[config.mk]
export PLATFORM = sky130hd
export DESIGN_NAME = vgachargen_map_ctrl
export DESIGN_NICKNAME = d
export VERILOG_FILES = /design/src/rtl/vgachargen_map_ctrl.sv
export SDC_FILE = /design/constraint.sdc
export NUM_CORES = 1
export LEC_CHECK = 0
export BUFFER_PORTS_ARGS = -buffer_cell sky130_fd_sc_hd__clkbuf_2
export CAP_MARGIN = 25
export CORE_MARGIN = 2
export CORE_UTILIZATION = 24
export DETAILED_ROUTE_END_ITERATION = 6
export MAX_ROUTING_LAYER = met4
export PLACE_DENSITY = 0.52
export RECOVER_POWER = 100
export SYNTH_ARGS = -nofsm -noshare
export SYNTH_HDL_FRONTEND = slang
export SYNTH_SLANG_ARGS = --single-unit
[constraint.sdc]
create_clock -name clk_i -period 3.6 [get_ports clk_i]
set_clock_uncertainty 0.05 [all_clocks]
set_input_delay 0.72 -clock clk_i [delete_from_list [all_inputs] [get_ports clk_i]]
set_output_delay 0.72 -clock clk_i [all_outputs]
set_load 0.005 [all_outputs]
[src/rtl/vgachargen_map_ctrl.sv]
// Map-port sequencer for the VGA text-mode char/colour maps: arbitrates host
// single-beat accesses against a screen-fill engine, one map operation per cycle.
module vgachargen_map_ctrl #(
  parameter int unsigned MAP_DEPTH = 2400,
  parameter int unsigned ADDR_W    = $clog2(MAP_DEPTH),
  parameter int unsigned CH_W      = 8,
  parameter int unsigned COL_W     = 8
) (
  input  logic              clk_i,
  input  logic              rst_i,
  input  logic              host_req_i,
  input  logic              host_we_i,
  input  logic              host_sel_i,
  input  logic [ADDR_W-1:0] host_addr_i,
  input  logic [7:0]        host_wdata_i,
  output logic              host_gnt_o,
  output logic              host_rvalid_o,
  output logic [7:0]        host_rdata_o,
  input  logic              fill_start_i,
  input  logic [CH_W-1:0]   fill_ch_i,
  input  logic [COL_W-1:0]  fill_col_i,
  output logic              fill_busy_o,
  output logic              fill_done_o,
  output logic [ADDR_W-1:0] ch_map_addr_o,
  output logic [CH_W-1:0]   ch_map_data_o,
  output logic              ch_map_wen_o,
  output logic [ADDR_W-1:0] col_map_addr_o,
  output logic [COL_W-1:0]  col_map_data_o,
  output logic              col_map_wen_o,
  input  logic [COL_W-1:0]  col_map_rdata_i
);

  localparam logic [ADDR_W-1:0] DEPTH_A   = ADDR_W'(MAP_DEPTH);
  localparam logic [ADDR_W-1:0] LAST_ADDR = ADDR_W'(MAP_DEPTH - 1);

  typedef enum logic {IDLE = 1'b0, FILL = 1'b1} state_t;

  state_t              state_q, state_d;
  logic [ADDR_W-1:0]   cnt_q, cnt_d;
  logic [CH_W-1:0]     fch_q, fch_d;
  logic [COL_W-1:0]    fcol_q, fcol_d;
  logic                prio_host_q, prio_host_d;
  logic                rd1_q, rd1_d, rd1_col_q, rd1_col_d;
  logic                rd2_q, rd2_col_q;

  logic                busy_d, done_d, rvalid_d;
  logic [7:0]          rdata_d;
  logic [ADDR_W-1:0]   ch_addr_d, col_addr_d;
  logic [CH_W-1:0]     ch_data_d;
  logic [COL_W-1:0]    col_data_d;
  logic                ch_wen_d, col_wen_d;

  logic                fill_pend_c, host_win_c, fill_win_c, host_in_range_c;

  // Arbitration: the pointer only matters when both sides want the cycle.
  assign fill_pend_c     = (state_q == FILL);
  assign host_win_c      = host_req_i && (!fill_pend_c || prio_host_q);
  assign fill_win_c      = fill_pend_c && !host_win_c;
  assign host_in_range_c = (host_addr_i < DEPTH_A);
  assign host_gnt_o      = host_win_c;

  always_comb begin
    state_d     = state_q;
    cnt_d       = cnt_q;
    fch_d       = fch_q;
    fcol_d      = fcol_q;
    prio_host_d = prio_host_q;
    busy_d      = fill_busy_o;
    done_d      = 1'b0;
    ch_wen_d    = 1'b0;
    col_wen_d   = 1'b0;
    ch_addr_d   = ch_map_addr_o;
    col_addr_d  = col_map_addr_o;
    ch_data_d   = ch_map_data_o;
    col_data_d  = col_map_data_o;
    rd1_d       = 1'b0;
    rd1_col_d   = 1'b0;
    rvalid_d    = rd2_q;
    rdata_d     = rd2_col_q ? 8'(col_map_rdata_i) : 8'd0;

    if (host_req_i && fill_pend_c) begin
      prio_host_d = !host_win_c;
    end

    if (host_win_c) begin
      if (host_we_i) begin
        if (host_in_range_c && host_sel_i) begin
          col_wen_d  = 1'b1;
          col_addr_d = host_addr_i;
          col_data_d = host_wdata_i[COL_W-1:0];
        end else if (host_in_range_c) begin
          ch_wen_d  = 1'b1;
          ch_addr_d = host_addr_i;
          ch_data_d = host_wdata_i[CH_W-1:0];
        end
      end else begin
        rd1_d     = 1'b1;
        rd1_col_d = host_sel_i && host_in_range_c;
        if (host_sel_i) begin
          col_addr_d = host_addr_i;
        end else begin
          ch_addr_d = host_addr_i;
        end
      end
    end

    unique case (state_q)
      IDLE: begin
        if (fill_start_i) begin
          state_d     = FILL;
          cnt_d       = '0;
          fch_d       = fill_ch_i;
          fcol_d      = fill_col_i;
          prio_host_d = 1'b1;
          busy_d      = 1'b1;
        end
      end
      FILL: begin
        if (fill_win_c) begin
          ch_wen_d   = 1'b1;
          col_wen_d  = 1'b1;
          ch_addr_d  = cnt_q;
          col_addr_d = cnt_q;
          ch_data_d  = fch_q;
          col_data_d = fcol_q;
          if (cnt_q == LAST_ADDR) begin
            state_d = IDLE;
            busy_d  = 1'b0;
            done_d  = 1'b1;
          end else begin
            cnt_d = cnt_q + ADDR_W'(1);
          end
        end
      end
      default: state_d = IDLE;
    endcase
  end

  // State and internal pipeline registers.
  always_ff @(posedge clk_i or posedge rst_i) begin
    if (rst_i) begin
      state_q     <= IDLE;
      cnt_q       <= '0;
      fch_q       <= '0;
      fcol_q      <= '0;
      prio_host_q <= 1'b1;
      rd1_q       <= 1'b0;
      rd1_col_q   <= 1'b0;
      rd2_q       <= 1'b0;
      rd2_col_q   <= 1'b0;
    end else begin
      state_q     <= state_d;
      cnt_q       <= cnt_d;
      fch_q       <= fch_d;
      fcol_q      <= fcol_d;
      prio_host_q <= prio_host_d;
      rd1_q       <= rd1_d;
      rd1_col_q   <= rd1_col_d;
      rd2_q       <= rd1_q;
      rd2_col_q   <= rd1_col_q;
    end
  end

  // Registered outputs.
  always_ff @(posedge clk_i or posedge rst_i) begin
    if (rst_i) begin
      fill_busy_o    <= 1'b0;
      fill_done_o    <= 1'b0;
      host_rvalid_o  <= 1'b0;
      host_rdata_o   <= '0;
      ch_map_addr_o  <= '0;
      ch_map_data_o  <= '0;
      ch_map_wen_o   <= 1'b0;
      col_map_addr_o <= '0;
      col_map_data_o <= '0;
      col_map_wen_o  <= 1'b0;
    end else begin
      fill_busy_o    <= busy_d;
      fill_done_o    <= done_d;
      host_rvalid_o  <= rvalid_d;
      host_rdata_o   <= rdata_d;
      ch_map_addr_o  <= ch_addr_d;
      ch_map_data_o  <= ch_data_d;
      ch_map_wen_o   <= ch_wen_d;
      col_map_addr_o <= col_addr_d;
      col_map_data_o <= col_data_d;
      col_map_wen_o  <= col_wen_d;
    end
  end

endmodule
* After elaboration in Yosys (flattened, before gate mapping)
Cells that the tools add are included.
** Storage, ports and cells
- Input port bits :: 50
- Register bits after elaboration :: 87
- Output and inout bits :: 54
- Word-level logic and storage cells :: 95
** Operators by class
- Add/subtract/negate cells :: 1
- $lt $le $gt $ge :: 1
- Mux-type cells :: 58
- Reductions and logical operators :: 10
- Bitwise operators :: 1
- Equality and inequality tests :: 5
** Operator list (number)
- two-way mux 12 bit :: 16
- two-way mux 8 bit :: 12
- two-way mux 1 bit :: 27
- case mux 12 bit (2 select lines) :: 1
- adder 12 x 1 -> 12 bit, second input constant :: 1
- equality test 12 bit, second input constant :: 1
- < comparator 12 bit, second input constant :: 1
- AND reduction 3 bit :: 2
- logical AND 1 bit :: 4
- inequality test 2 x 1 -> 1 bit, second input constant :: 2
- inequality test 2 bit, second input constant :: 2
- case mux 1 bit (2 select lines) :: 2
- zero test 1 bit :: 2
- AND reduction 2 bit :: 1
- logical OR 1 bit :: 1
- inverter 1 bit :: 1

* Logic depth before layout (Yosys ltp)
Gate-level depths: netlist (run 1).
- Depth after elaboration :: 7
- Gate-level depth with buffers :: 7

* Worst setup path after synthesis (run 1)
No wires, ideal clock.
- Path type :: in2reg
- Start point :: input port host_sel_i
- End point :: register col_map_data_o[3]
- Library setup time :: 0.125 ns
- Path slack :: 1.150 ns
- Path buffers :: 2
- Arrival :: 2.275 ns
- Cell stages on the path :: 6
- Data required time :: 3.425 ns
- Cells stage by stage :: clkbuf_1 > nand2_1 > or2_2 > a211oi_2 > buf_2 > mux2_2
** On the way
- Longest elaborated chain between the ends :: 6
** RTL lines
- from (decl) :: RTL line 13 : input logic host_sel_i,
- logical AND 1 bit * :: RTL line 87 : if (host_in_range_c && host_sel_i) begin
- two-way mux 8 bit * :: RTL line 87
- two-way mux 8 bit * :: RTL line 86 : if (host_we_i) begin
- two-way mux 8 bit * :: RTL line 85 : if (host_win_c) begin
- two-way mux 8 bit :: RTL line 119 : if (fill_win_c) begin
- two-way mux 8 bit * :: RTL line 107 : unique case (state_q)
- via col_data_d[3] :: RTL line 50 : logic [COL_W-1:0] col_data_d;
- to (signal assigned) :: RTL line 186 : col_map_data_o <= col_data_d;
- to (decl) :: RTL line 28 : output logic [COL_W-1:0] col_map_data_o,
The timed path passes the listed nets; every way through them passes the cells marked *.
A chain may end at the register's enable or synchronous reset.

* Worst setup path in the final report (run 1)
- Start point :: input port host_req_i
- End point :: register col_map_addr_o[9]
** On the way
- Longest elaborated chain between the ends :: 5
- Elaborated cells on any way between the ends :: 6
** RTL lines
- from (decl) :: RTL line 11 : input logic host_req_i,
- logical AND 1 bit * :: RTL line 57 : assign host_win_c = host_req_i && (!fill_pend_c || prio_host_q);
- zero test 1 bit :: RTL line 58 : assign fill_win_c = fill_pend_c && !host_win_c;
- logical AND 1 bit :: RTL line 58
- two-way mux 12 bit :: RTL line 119
- two-way mux 12 bit * :: RTL line 107
- via col_addr_d[9] :: RTL line 48 : logic [ADDR_W-1:0] ch_addr_d, col_addr_d;
- to (signal assigned) :: RTL line 185 : col_map_addr_o <= col_addr_d;
- to (decl) :: RTL line 27 : output logic [ADDR_W-1:0] col_map_addr_o,
Marks and branches as above.

==> results of run 1 <==
-- sequential cells by signal, summed over array words and instances, names as in the netlist, 8 cells and up --
signal / count
ch_map_addr_o: 12
ch_map_data_o: 8
cnt_q: 12
col_map_addr_o: 12
col_map_data_o: 8
fch_q: 8
fcol_q: 8
host_rdata_o: 8
-- final timing paths --
kind / endpoint / from / depth (start not counted) / slack [ns]
setup reg to reg: col_map_addr_o[9]$_DFF_PP0_ / fill_pend_c$_DFF_PP0_ / 5 / 1.03
min in group asynchronous: col_map_addr_o[5]$_DFF_PP0_ / rst_i / 2 / 0.33
hold / removal: rd2_q$_DFF_PP0_ / rd1_q$_DFF_PP0_ / 0 / 0.30
hold reg to reg: rd2_q$_DFF_PP0_ / rd1_q$_DFF_PP0_ / 0 / 0.30
max in group asynchronous: prio_host_q$_DFF_PP1_ / rst_i / 3 / 2.38
setup / recovery: col_map_addr_o[9]$_DFF_PP0_ / host_req_i / 6 / 0.94
-- logic make-up (layout without fill, tap and decap cells) --
family | Yosys count | in the layout | share of synthesized area
AOI/OAI and AO/OA | 108 | 108 | 0.2026
xor gates and xnor gates | 2 | 2 | 0.004142
adders and majority gates | 1 | 1 | 0.002957
buffers and inverters | 47 | 144 | 0.04525
DFF | 87 | 87 | 0.5149
muxes | 10 | 10 | 0.02603
and+or+nand+nor | 183 | 183 | 0.2041
-- critical path, stage by stage --
cell                       delay (ns)
sky130_fd_sc_hd__clkbuf_1        0.21
sky130_fd_sc_hd__a21boi_2        1.14
sky130_fd_sc_hd__clkbuf_1        0.39
sky130_fd_sc_hd__nand2b_1        0.13
sky130_fd_sc_hd__o21a_1          0.12
sky130_fd_sc_hd__o221a_2         0.11
-- synth_stat cells (all sizes together), types with 2 or more instances --
cell type,instances
or4,6
or2,3
o21a,6
nand3,6
o22a,6
o31a,9
buf,5
o311ai,2
o41ai,2
and4,4
nor3,5
nand2,96
mux2i,2
and3,2
and2,8
nor2b,2
o21ai,7
nand2b,19
nor2,24
o221a,4
a21oi,8
a211oi,7
inv,16
o211a,9
nor4,2
mux2,8
o31ai,6
clkbuf,26
a21o,2
nor3b,2
o311a,9
o22ai,10
o211ai,15
dfrtp,86
-- power groups by stage --
stage          Clock (mW)  Combinational (mW)  Sequential [mW]
5_1_grt              1.06                1.09             1.49
3_5_place_dp            0                1.02             1.47
4_1_cts              1.02                1.02             1.45
3_3_place_gp            0               0.992             1.47
2_1_floorplan           0               0.621             1.42
6_report            0.995               0.971             1.45
-- metal layers --
metal,share of wire,GRT usage
met1,0.46,0.1823
met4,0.027,0.06829
met3,0.068,0.03852
met5,0,-
met2,0.44,0.1939
-- layout by cell type, fill, tap and decap left out, drive strengths merged, types with 3 or more instances in the layout --
| cell | Yosys | final |
|---|---|---|
| a211oi | 7 | 7 |
| o311a | 9 | 9 |
| or2 | 3 | 3 |
| nand2b | 19 | 19 |
| mux2 | 8 | 8 |
| inv | 16 | 17 |
| o22a | 6 | 6 |
| o21a | 6 | 6 |
| and2 | 8 | 8 |
| o211a | 9 | 9 |
| nor2 | 24 | 24 |
| o31a | 9 | 9 |
| or4 | 6 | 6 |
| a21oi | 8 | 8 |
| o31ai | 6 | 6 |
| o211ai | 15 | 15 |
| nand2 | 96 | 96 |
| dfrtp | 86 | 86 |
| clkbuf | 26 | 116 |
| o22ai | 10 | 10 |
| nand3 | 6 | 6 |
| o221a | 4 | 4 |
| buf | 5 | 7 |
| nor3 | 5 | 5 |
| and4 | 4 | 4 |
| o21ai | 7 | 7 |
-- area by class of cell --
type / count / area [µm²]
fillers: 1827 / 11990
flip-flops and latches: 87 / 2178
multi-input cells: 304 / 1877
repair buffers: 112 / 535.5
well taps: 225 / 281.5
clock buffers: 11 / 252.7
clock inverters: 5 / 63.81
inverters: 16 / 61.31
-- stage by stage --
stage / util / power (mW) / instances / worst slack, ns / hold slack (ns)
5_1_grt: 0.3046 / 3.640 / 760 / 0.7193 / 0.3164
4_1_cts: 0.3082 / 3.498 / 759 / 1.030 / 0.2096
6_report: 0.3046 / 3.417 / 760 / 0.9436 / 0.2999
2_1_floorplan: - / 2.046 / 438 / 0.5815 / 0.2812
3_3_place_gp: 0.2899 / 2.458 / 743 / 1.070 / 0.2839
3_5_place_dp: 0.2899 / 2.487 / 743 / 1.039 / 0.2855
==> parameters.txt, run 1 <==
Parameter                              Value

Floorplan
  Initial Util ... 0.2454
  Number of top-level design ports ... 104
  Core box area ... 17240 µm²
  Die outline width ... between 100 and 150 µm
  Standard-cell rows ... 48
  Die height ... 136.8 µm
  Area of the die ... approximately 19000 µm²

Placed design
  Detailed placement HPWL ... ~8800 µm
  Total of buffers placed on input and output ports ... approximately 100
  Final weighted congestion in routability-driven placement ... 0.7742
  Post-DP Area ... approximately 5000 µm²

Synthesis
  Instance count of the mapped netlist ... approximately 440
  Proportion of synthesized flip-flops having asynchronous set or reset ... 1.000
  Cell area after technology mapping ... 4230 µm²
  Post-synth top area cell ... sky130_fd_sc_hd__dfrtp_1
  Number of register bits inferred by synthesis ... 87
  Synth area leaders ... sky130_fd_sc_hd__dfrtp_1 (51%), sky130_fd_sc_hd__nand2_1 (8.5%), sky130_fd_sc_hd__nand2b_1 (2.8%), sky130_fd_sc_hd__o211ai_1 (2.7%), sky130_fd_sc_hd__clkbuf_1 (2.3%)
  Nets in the synthesized netlist ... between 400 and 500
  Yosys synthesis warning count ... 0
  Mean instance size in the synthesized netlist ... just under 10 µm²
  Most used DFF post-synth ... sky130_fd_sc_hd__dfrtp_1
  Top-area cell type share of the netlist area ... 0.5087
  Unique masters post-synth ... between 50 and 60
  Sequential-to-total area share from yosys stat ... 0.5149
  Number of synthesized flops with an enable pin ... 0

Detailed routing
  Count of nets left with antenna violations after detail routing ... 0
  Detailed-route DRC error count ... 0
  Via count of the routed design ... roughly 3600
  Via-per-instance ratio ... 4.724
  Total routed wirelength ... roughly 12000 µm
  Number of iterations in the first detailed-routing pass ... 4
  1st-iter DRT viols ... roughly 300
  DR WL/cell ... ~16 µm

Clock tree
  Level count of the clock H-tree ... 3
  CTS tree ... done
  Cell at the root of the clock tree ... sky130_fd_sc_hd__clkbuf_16
  Hold buffer count at CTS ... 0
  Number of buffers inserted to repair setup after CTS ... 0
  CTS sink count ... 87
  Number of CTS-inserted buffers ... 9
  Number of resized instances in the post-cts repair step ... 0
  Bufs on Longest Clock Path ... 2
  Reg clk slew, reported paths ... about 0.070 ns
  Latest clock arrival within the worst-skew pair ... 0.35 ns

STA
  Worst-margin pin slew ... 1.407 ns
  Final TNS setup ... 0 ns
  Final min period ... 2.656 ns
  RSZ-0062 raised after global routing ... false
  Final setup violation count ... 0
  Relative slew margins ... 0.05634
  Final Max Tran Viols ... 0
  Hold Fails Final Rpt ... 0
  Period Utilization, post-route ... 0.7379
  Max Clk Rate ... between 300 and 400 MHz

Pwr
  Logic pwr share ... 0.284
  Clock share of power ... 0.291
  Power spent charging and discharging nets ... roughly 1.1 mW
  Power per cell area ... 650.8 nW/µm²
  Total leakage power ... between 2 and 2.5 nW
  Internal power consumption ... around 2.3 mW
  Max VDD drop ... 238.3 µV
  Portion of total power attributed to sequential cells ... 0.424
  Sw Share ... 0.3363

Global route
  Leftover overflow at the end of global routing ... 0
  Antenna violations before repair ... 0
  Global-route wire length before repair ... between 15000 and 20000 µm
  Maximum number of pins on one net before global-route repair ... 78
  Total Routing Usage GR ... 0.1383
  Via count of the first global-routing pass ... roughly 3600

Critical path
  Worst-path fanout max ... 33
  Critical path capture point type ... register
  Worst EP arrival ... between 2 and 3 ns
  Kind of critical path ... input pin to register
  Kind of start point of the critical path ... input pin
  Worst endpoint required time ... ~3.8 ns

Min path
  Worst Hold Class ... register to register

Layout
  Area delta synth->final ... 24.11%
  Antenna diode instance count ... 0
  Post-route cell area ... about 5300 µm²
  Ratio of cells with drive above 1 in the final layout ... 0.1981
  Net count, final ... 581

Outcome
  Result of the run ... complete, no violations

Run
  MaxCap Viol Count ... 0
Power figures use the tool's default switching activity.
==> run 2: changes to the inputs <==
- clock period: 3.6 -> 2.5 ns (I/O delays scaled with it)
==> parameters.txt, run 2 (synthesized netlist as in run 1, its figures left out) <==
Parameter                              Value

Global route
  Global-route wire length before repair ... 19060 µm (was 19140 µm)
  Via count of the first global-routing pass ... 3512 (was 3585)
  Maximum number of pins on one net before global-route repair ... 88 (was 78)
  Total Routing Usage GR ... 0.1367 (was 0.1383)
  Leftover overflow at the end of global routing ... 0 (unchanged)
  Antenna violations before repair ... 0 (unchanged)

Layout
  Ratio of cells with drive above 1 in the final layout ... 0.2111 (was 0.1981)
  Leading cell type in the layout, fill and taps excluded ... sky130_fd_sc_hd__nand2_1 (unchanged)
  Cell Count, Final, Fillers Out ... 765 (was 760)
  Commonest cells after routing, fill and taps aside ... sky130_fd_sc_hd__nand2_1 (96), sky130_fd_sc_hd__dfrtp_1 (86), sky130_fd_sc_hd__clkbuf_2 (68), sky130_fd_sc_hd__clkbuf_1 (39), sky130_fd_sc_hd__nor2_1 (24) (was sky130_fd_sc_hd__nand2_1 (96), sky130_fd_sc_hd__dfrtp_1 (86), sky130_fd_sc_hd__clkbuf_2 (61), sky130_fd_sc_hd__clkbuf_1 (44), sky130_fd_sc_hd__nor2_1 (24))
  Fill cell instance count of the final layout ... 1803 (was 1827)
  Registers with the most flip-flops ... ch_map_addr_o: 12 flops, cnt_q: 12 flops, col_map_addr_o: 12 flops (unchanged)
  Net count, final ... 586 (was 581)
  Area delta synth->final ... 24.49% (was 24.11%)
  Antenna diode instance count ... 0 (unchanged)
  Multi-input combinational cell area ... 1873 µm² (was 1877 µm²)
  Register area ... 2178 µm² (unchanged)

Pwr
  Total leakage power ... 2.510 nW (was 2.484 nW)
  Power per cell area ... 925.3 nW/µm² (was 650.8 nW/µm²)
  Max VDD drop ... 318.9 µV (was 238.3 µV)

Placed design
  Total of buffers placed on input and output ports ... 103 (unchanged)
  Detailed placement HPWL ... 8731 µm (was 8757 µm)
  Cell count after placement ... 749 (was 743)
  Final weighted congestion in routability-driven placement ... 0.7594 (was 0.7742)

Clock tree
  Level count of the clock H-tree ... 3 (unchanged)
  Reg clk slew, reported paths ... 0.07 ns (about the same)
  CTS sink count ... 87 (unchanged)
  Number of resized instances in the post-cts repair step ... 0 (unchanged)
  Bufs on Longest Clock Path ... 2 (unchanged)
  Cell at the root of the clock tree ... sky130_fd_sc_hd__clkbuf_16 (unchanged)
  Number of buffers inserted to repair setup after CTS ... 0 (unchanged)
  Number of CTS-inserted buffers ... 9 (unchanged)
  Hold buffer count at CTS ... 0 (unchanged)
  CTS tree ... done (unchanged)
  Latest clock arrival within the worst-skew pair ... 0.34 ns (was 0.35 ns)

Critical path
  Launch instance of the worst register-to-register path ... prio_host_q$_DFF_PP1_ (was fill_pend_c$_DFF_PP0_)
  Crit path from ... prio_host_q$_DFF_PP1_ (was host_req_i)
  Destination of the critical timing path ... col_map_data_o[5]$_DFF_PP0_ (was col_map_addr_o[9]$_DFF_PP0_)
  Flop2flop setup slack ... 0.24 ns (was 1.03 ns)
  Critical path capture point type ... register (unchanged)
  Kind of start point of the critical path ... register (was input pin)
  Reg-to-reg critical path endpoint ... col_map_data_o[5]$_DFF_PP0_ (was col_map_addr_o[9]$_DFF_PP0_)
  Worst-path fanout max ... 9 (was 33)
  Worst endpoint required time ... 2.67 ns (was 3.78 ns)
  Worst EP arrival ... 2.43 ns (was 2.84 ns)
  Kind of critical path ... register to register (was input pin to register)
  Reg2Reg Depth ... 5 (unchanged)

Outcome
  Result of the run ... complete, no violations (unchanged)

Detailed routing
  Detailed-route DRC error count ... 0 (unchanged)
  Count of nets left with antenna violations after detail routing ... 0 (unchanged)
  DR WL/cell ... 15.77 µm (was 16.00 µm)
  Number of iterations in the first detailed-routing pass ... 4 (unchanged)
  Total routed wirelength ... 12070 µm (was 12160 µm)
  Via count of the routed design ... 3606 (was 3590)
  1st-iter DRT viols ... 273 (was 296)
  Via-per-instance ratio ... 4.714 (was 4.724)

Floorplan
  Die height ... 136.8 µm (unchanged)
  Number of top-level design ports ... 104 (unchanged)
  Initial Util ... 0.2454 (unchanged)
  Standard-cell rows ... 48 (unchanged)
  Die outline width ... 136.8 µm (unchanged)
  Core box area ... 17240 µm² (unchanged)
  Area of the die ... 18700 µm² (unchanged)

Run
  MaxCap Viol Count ... 0 (unchanged)

STA
  Period Utilization, post-route ... 0.9041
  RSZ-0062 raised after global routing ... false (unchanged)
  Worst-margin pin slew ... 1.218 ns (was 1.407 ns)
  Final Max Tran Viols ... 0 (unchanged)
  Final setup violation count ... 0 (unchanged)
  Max Clk Rate ... 442.4 MHz
  Hold Fails Final Rpt ... 0 (unchanged)
  Final TNS setup ... 0 ns (unchanged)
  Relative slew margins ... 0.1880 (was 0.05634)
  Final min period ... 2.260 ns

Min path
  Worst Hold Class ... input pin to register (was register to register)
[run 2: critical path, stage by stage, from the launching register on]
cell and delay [ns]:
sky130_fd_sc_hd__dfstp_1 0.61, sky130_fd_sc_hd__nor2b_1 0.17, sky130_fd_sc_hd__or2_2 0.36, sky130_fd_sc_hd__a211oi_2 0.25, sky130_fd_sc_hd__clkbuf_2 0.32, sky130_fd_sc_hd__mux2_2 0.38
[run 2: layout make-up]
cell class	count	area share
Sequential cell	87	0.4136
Multi-Input combinational cell	304	0.3557
Timing Repair Buffer	117	0.1067
Tap cell	225	0.05346
Clock buffer	10	0.04538
Clock inverter	6	0.01307
Inverter	16	0.01212
[run 2: worst min-delay path by stage]
| stage | from | to | slack (ns) | cells after the start |
|---|---|---|---|---|
| after global routing | rd2_q$_DFF_PP0_ | host_rvalid_o$_DFF_PP0_ | 0.30 | 0 |
| after global placement | rd2_q$_DFF_PP0_ | host_rvalid_o$_DFF_PP0_ | 0.29 | 0 |
| after detailed placement | rd2_q$_DFF_PP0_ | host_rvalid_o$_DFF_PP0_ | 0.29 | 0 |
| final | fill_col_i[4] | fcol_q[4]$_DFFE_PP0P_ | 0.30 | 3 |
| after CTS | rst_i | host_rdata_o[0]$_DFF_PP0_ | 0.25 | 3 |
| after floorplan | rd2_q$_DFF_PP0_ | host_rvalid_o$_DFF_PP0_ | 0.28 | 0 |
[run 2: per-stage QoR]
step                      hold slack [ns]  total power, mW  utilization  setup WS [ns]  area [µm²]
after global routing               0.3029            5.202       0.3055        0.08654        5266
after detailed placement           0.2871            3.608       0.2933         0.2186        5056
after floorplan                    0.2812            2.946            -         0.2701        4234
after global placement             0.2870            3.568       0.2933         0.2711        5056
final                              0.3000            4.873       0.3055         0.2396        5266
after CTS                          0.2527            5.016       0.3112         0.2178        5364
[run 2: power by group]
part           switching [mW]  internal (mW)
combinational           0.746          0.656
sequential              0.309           1.78
clock                   0.579          0.807
total                    1.63           3.24
[run 2: per-layer routing]
metal,vias to the layer above,track usage,share of wire
met5,-,-,0
met4,0,0.06539,0.025
met3,14,0.02778,0.064
met2,108,0.1908,0.43
met1,1732,0.1881,0.48
li1,1752,-,-
==> run 3: changes to the inputs <==
- SETUP_SLACK_MARGIN: default -> 0.4
==> parameters.txt, run 3 (synthesized netlist as in run 1, its figures left out) <==
Parameter                              Value

Critical path
  Worst endpoint required time ... 1.95 ns (was 2.67 ns)
  Depth of the critical timing path with buffers and inverters included ... 4 (was 5)
  Count of buffering cells on the critical path with inverters included ... 2 (was 1)
  Worst EP arrival ... 1.63 ns (was 2.43 ns)
  Cell Chain, Critical Path ... nor2b_1 -> buf_4 -> nor2_1 -> clkbuf_1 (was nor2b_1 -> or2_2 -> a211oi_2 -> clkbuf_2 -> mux2_2)
  Kind of start point of the critical path ... register (unchanged)
  Worst-path fanout max ... 8 (was 9)
  CP delay by family, top ... flip-flops (unchanged)
  Crit path max-delay cell type ... sky130_fd_sc_hd__dfstp_1 (unchanged)
  Kind of critical path ... register to primary output (was register to register)
  Largest incremental delay on the critical path ... 0.69 ns (was 0.61 ns)
  Launch instance of the worst register-to-register path ... prio_host_q$_DFF_PP1_ (unchanged)
  Critical path capture point type ... primary output (was register)
  Flop2flop setup slack ... 0.34 ns (was 0.24 ns)
  Reg2Reg Depth ... 5 (unchanged)
  Reg-to-reg critical path endpoint ... col_map_data_o[7]$_DFF_PP0_ (was col_map_data_o[5]$_DFF_PP0_)

Global route
  Leftover overflow at the end of global routing ... 0 (unchanged)
  Via count of the first global-routing pass ... 3671 (was 3512)
  Total Routing Usage GR ... 0.1381 (was 0.1367)
  Maximum number of pins on one net before global-route repair ... 43 (was 88)
  Antenna violations before repair ... 0 (unchanged)
  Global-route wire length before repair ... 19350 µm (was 19060 µm)

Detailed routing
  Via count of the routed design ... 3608 (was 3606)
  Number of iterations in the first detailed-routing pass ... 4 (unchanged)
  DR WL/cell ... 16.06 µm (was 15.77 µm)
  1st-iter DRT viols ... 322 (was 273)
  Detailed-route DRC error count ... 0 (unchanged)
  Via-per-instance ratio ... 4.692 (was 4.714)
  Count of nets left with antenna violations after detail routing ... 0 (unchanged)
  Total routed wirelength ... 12350 µm (was 12070 µm)

Min path
  Hold Crit Start ... fill_ch_i[3] (was fill_col_i[4])
  End of the worst hold path ... fch_q[3]$_DFFE_PP0P_ (was fcol_q[4]$_DFFE_PP0P_)
  Worst Hold Depth ... 3 (unchanged)
  Worst Hold Class ... input pin to register (unchanged)

Clock tree
  Number of CTS-inserted buffers ... 9 (unchanged)
  Reg clk slew, reported paths ... 0.07 ns (about the same)
  Level count of the clock H-tree ... 3 (unchanged)
  Cell at the root of the clock tree ... sky130_fd_sc_hd__clkbuf_16 (unchanged)
  CTS sink count ... 87 (unchanged)
  Latest clock arrival within the worst-skew pair ... 0.35 ns (was 0.34 ns)
  CTS tree ... done (unchanged)
  Hold buffer count at CTS ... 0 (unchanged)
  Number of buffers inserted to repair setup after CTS ... 0 (unchanged)
  Bufs on Longest Clock Path ... 2 (unchanged)

STA
  Relative slew margins ... 0.1991 (was 0.1880)
  Setup slack after layout ... 0.3245 ns (was 0.2396 ns)
  Final Max Tran Viols ... 0 (unchanged)
  Worst-margin pin slew ... 1.195 ns (was 1.218 ns)
  Final TNS setup ... 0 ns (unchanged)
  Hold Fails Final Rpt ... 0 (unchanged)
  Period Utilization, post-route ... 0.8702 (was 0.9041)
  Final setup violation count ... 0 (unchanged)
  Max Clk Rate ... 459.7 MHz (was 442.4 MHz)
  RSZ-0062 raised after global routing ... true (was false)
  Final min period ... 2.175 ns (was 2.260 ns)

Placed design
  Detailed placement HPWL ... 9041 µm (was 8731 µm)
  Final weighted congestion in routability-driven placement ... 0.8125 (was 0.7594)
  Total of buffers placed on input and output ports ... 103 (unchanged)
  Post-place setup slack ... 0.1959 ns (was 0.2186 ns)

Floorplan
  Die height ... 136.8 µm (unchanged)
  Area of the die ... 18700 µm² (unchanged)
  Initial Util ... 0.2454 (unchanged)
  Die outline width ... 136.8 µm (unchanged)
  Core box area ... 17240 µm² (unchanged)
  Standard-cell rows ... 48 (unchanged)
  Number of top-level design ports ... 104 (unchanged)

Layout
  Antenna diode instance count ... 0 (unchanged)
  Area delta synth->final ... 25.35% (was 24.49%)
  Leading cell type in the layout, fill and taps excluded ... sky130_fd_sc_hd__nand2_1 (unchanged)
  Commonest cells after routing, fill and taps aside ... sky130_fd_sc_hd__nand2_1 (96), sky130_fd_sc_hd__dfrtp_1 (85), sky130_fd_sc_hd__clkbuf_2 (66), sky130_fd_sc_hd__clkbuf_1 (39), sky130_fd_sc_hd__nor2_1 (24) (was sky130_fd_sc_hd__nand2_1 (96), sky130_fd_sc_hd__dfrtp_1 (86), sky130_fd_sc_hd__clkbuf_2 (68), sky130_fd_sc_hd__clkbuf_1 (39), sky130_fd_sc_hd__nor2_1 (24))
  Ratio of cells with drive above 1 in the final layout ... 0.2206 (was 0.2111)
  Net count, final ... 590 (was 586)
  Registers with the most flip-flops ... ch_map_addr_o: 12 flops, cnt_q: 12 flops, col_map_addr_o: 12 flops (unchanged)
  Fill cell instance count of the final layout ... 1819 (was 1803)
  Core utilization of the finished layout ... 0.3076 (was 0.3055)

Outcome
  Result of the run ... complete, no violations (unchanged)

Pwr
  Power per cell area ... 917.9 nW/µm² (was 925.3 nW/µm²)
  Max VDD drop ... 354.6 µV (was 318.9 µV)
  Total leakage power ... 2.530 nW (was 2.510 nW)

Run
  MaxCap Viol Count ... 0 (unchanged)
-- run 3: cell types whose count changed in the layout (fill, tap and decap cells not counted), sizes merged --
cell	change
buf	+6
bufinv	-1
clkinv	-2
clkinvlp	+1
clkbuf	-3
inv	+3
-- run 3: worst min-delay path, cell delays in order --
cell	delay [ns]
sky130_fd_sc_hd__clkbuf_2	0.08
sky130_fd_sc_hd__nand2_1	0.04
sky130_fd_sc_hd__nand2_1	0.04
-- run 3: worst max-delay path by stage --
stage / from / endpoint / slack (ns)
after floorplan: prio_host_q$_DFF_PP1_ / col_map_data_o[3]$_DFF_PP0_ / 0.41
after global placement: host_addr_i[5] / col_map_data_o[6]$_DFF_PP0_ / 0.24
after detailed placement: host_addr_i[5] / col_map_data_o[7]$_DFF_PP0_ / 0.20
after CTS: fill_pend_c$_DFF_PP0_ / host_gnt_o / 0.41
after global routing: prio_host_q$_DFF_PP1_ / host_gnt_o / 0.21
final: prio_host_q$_DFF_PP1_ / host_gnt_o / 0.32
-- run 3: where the power goes --
group	internal, mW	switching (mW)	leakage, nW	total [mW]
combinational	0.691	0.766	1.30	1.46
sequential	1.78	0.322	1.09	2.10
clock	0.696	0.617	0.136	1.31
-- run 3: area by class of cell --
type	count	area (µm²)	share of cell area
Multi-Input combinational cell	304	1878	0.3542
Tap cell	225	281.5	0.05309
Inverter	16	61.31	0.01156
Clock inverter	7	63.81	0.01203
Clock buffer	9	225.2	0.04247
Sequential cell	87	2180	0.4110
Timing Repair Buffer	121	613.1	0.1156
-- run 3: layer usage --
metal	wire length (µm)	track usage
met1	5633	0.1795
met2	5643	0.2036
met3	830	0.03667
met4	243	0.05671
met5	0	-
-- run 3: stage by stage --
stage,instances,cell area [µm²],power (mW),hold slack [ns]
final,769,5303,4.867,0.2857
after global routing,769,5303,5.185,0.2779
after floorplan,438,4250,2.954,0.2812
after CTS,769,5376,4.986,0.1768
after global placement,753,5086,3.599,0.2878
after detailed placement,753,5086,3.636,0.2878
-- run 3: what timing repair did --
item                       in CTS  in global routing
setup endpoints to repair       4                 21
gates resized for setup         1                  4
gates cloned                    0                  0
hold endpoints to repair        0                  0
pin swaps                       0                  0
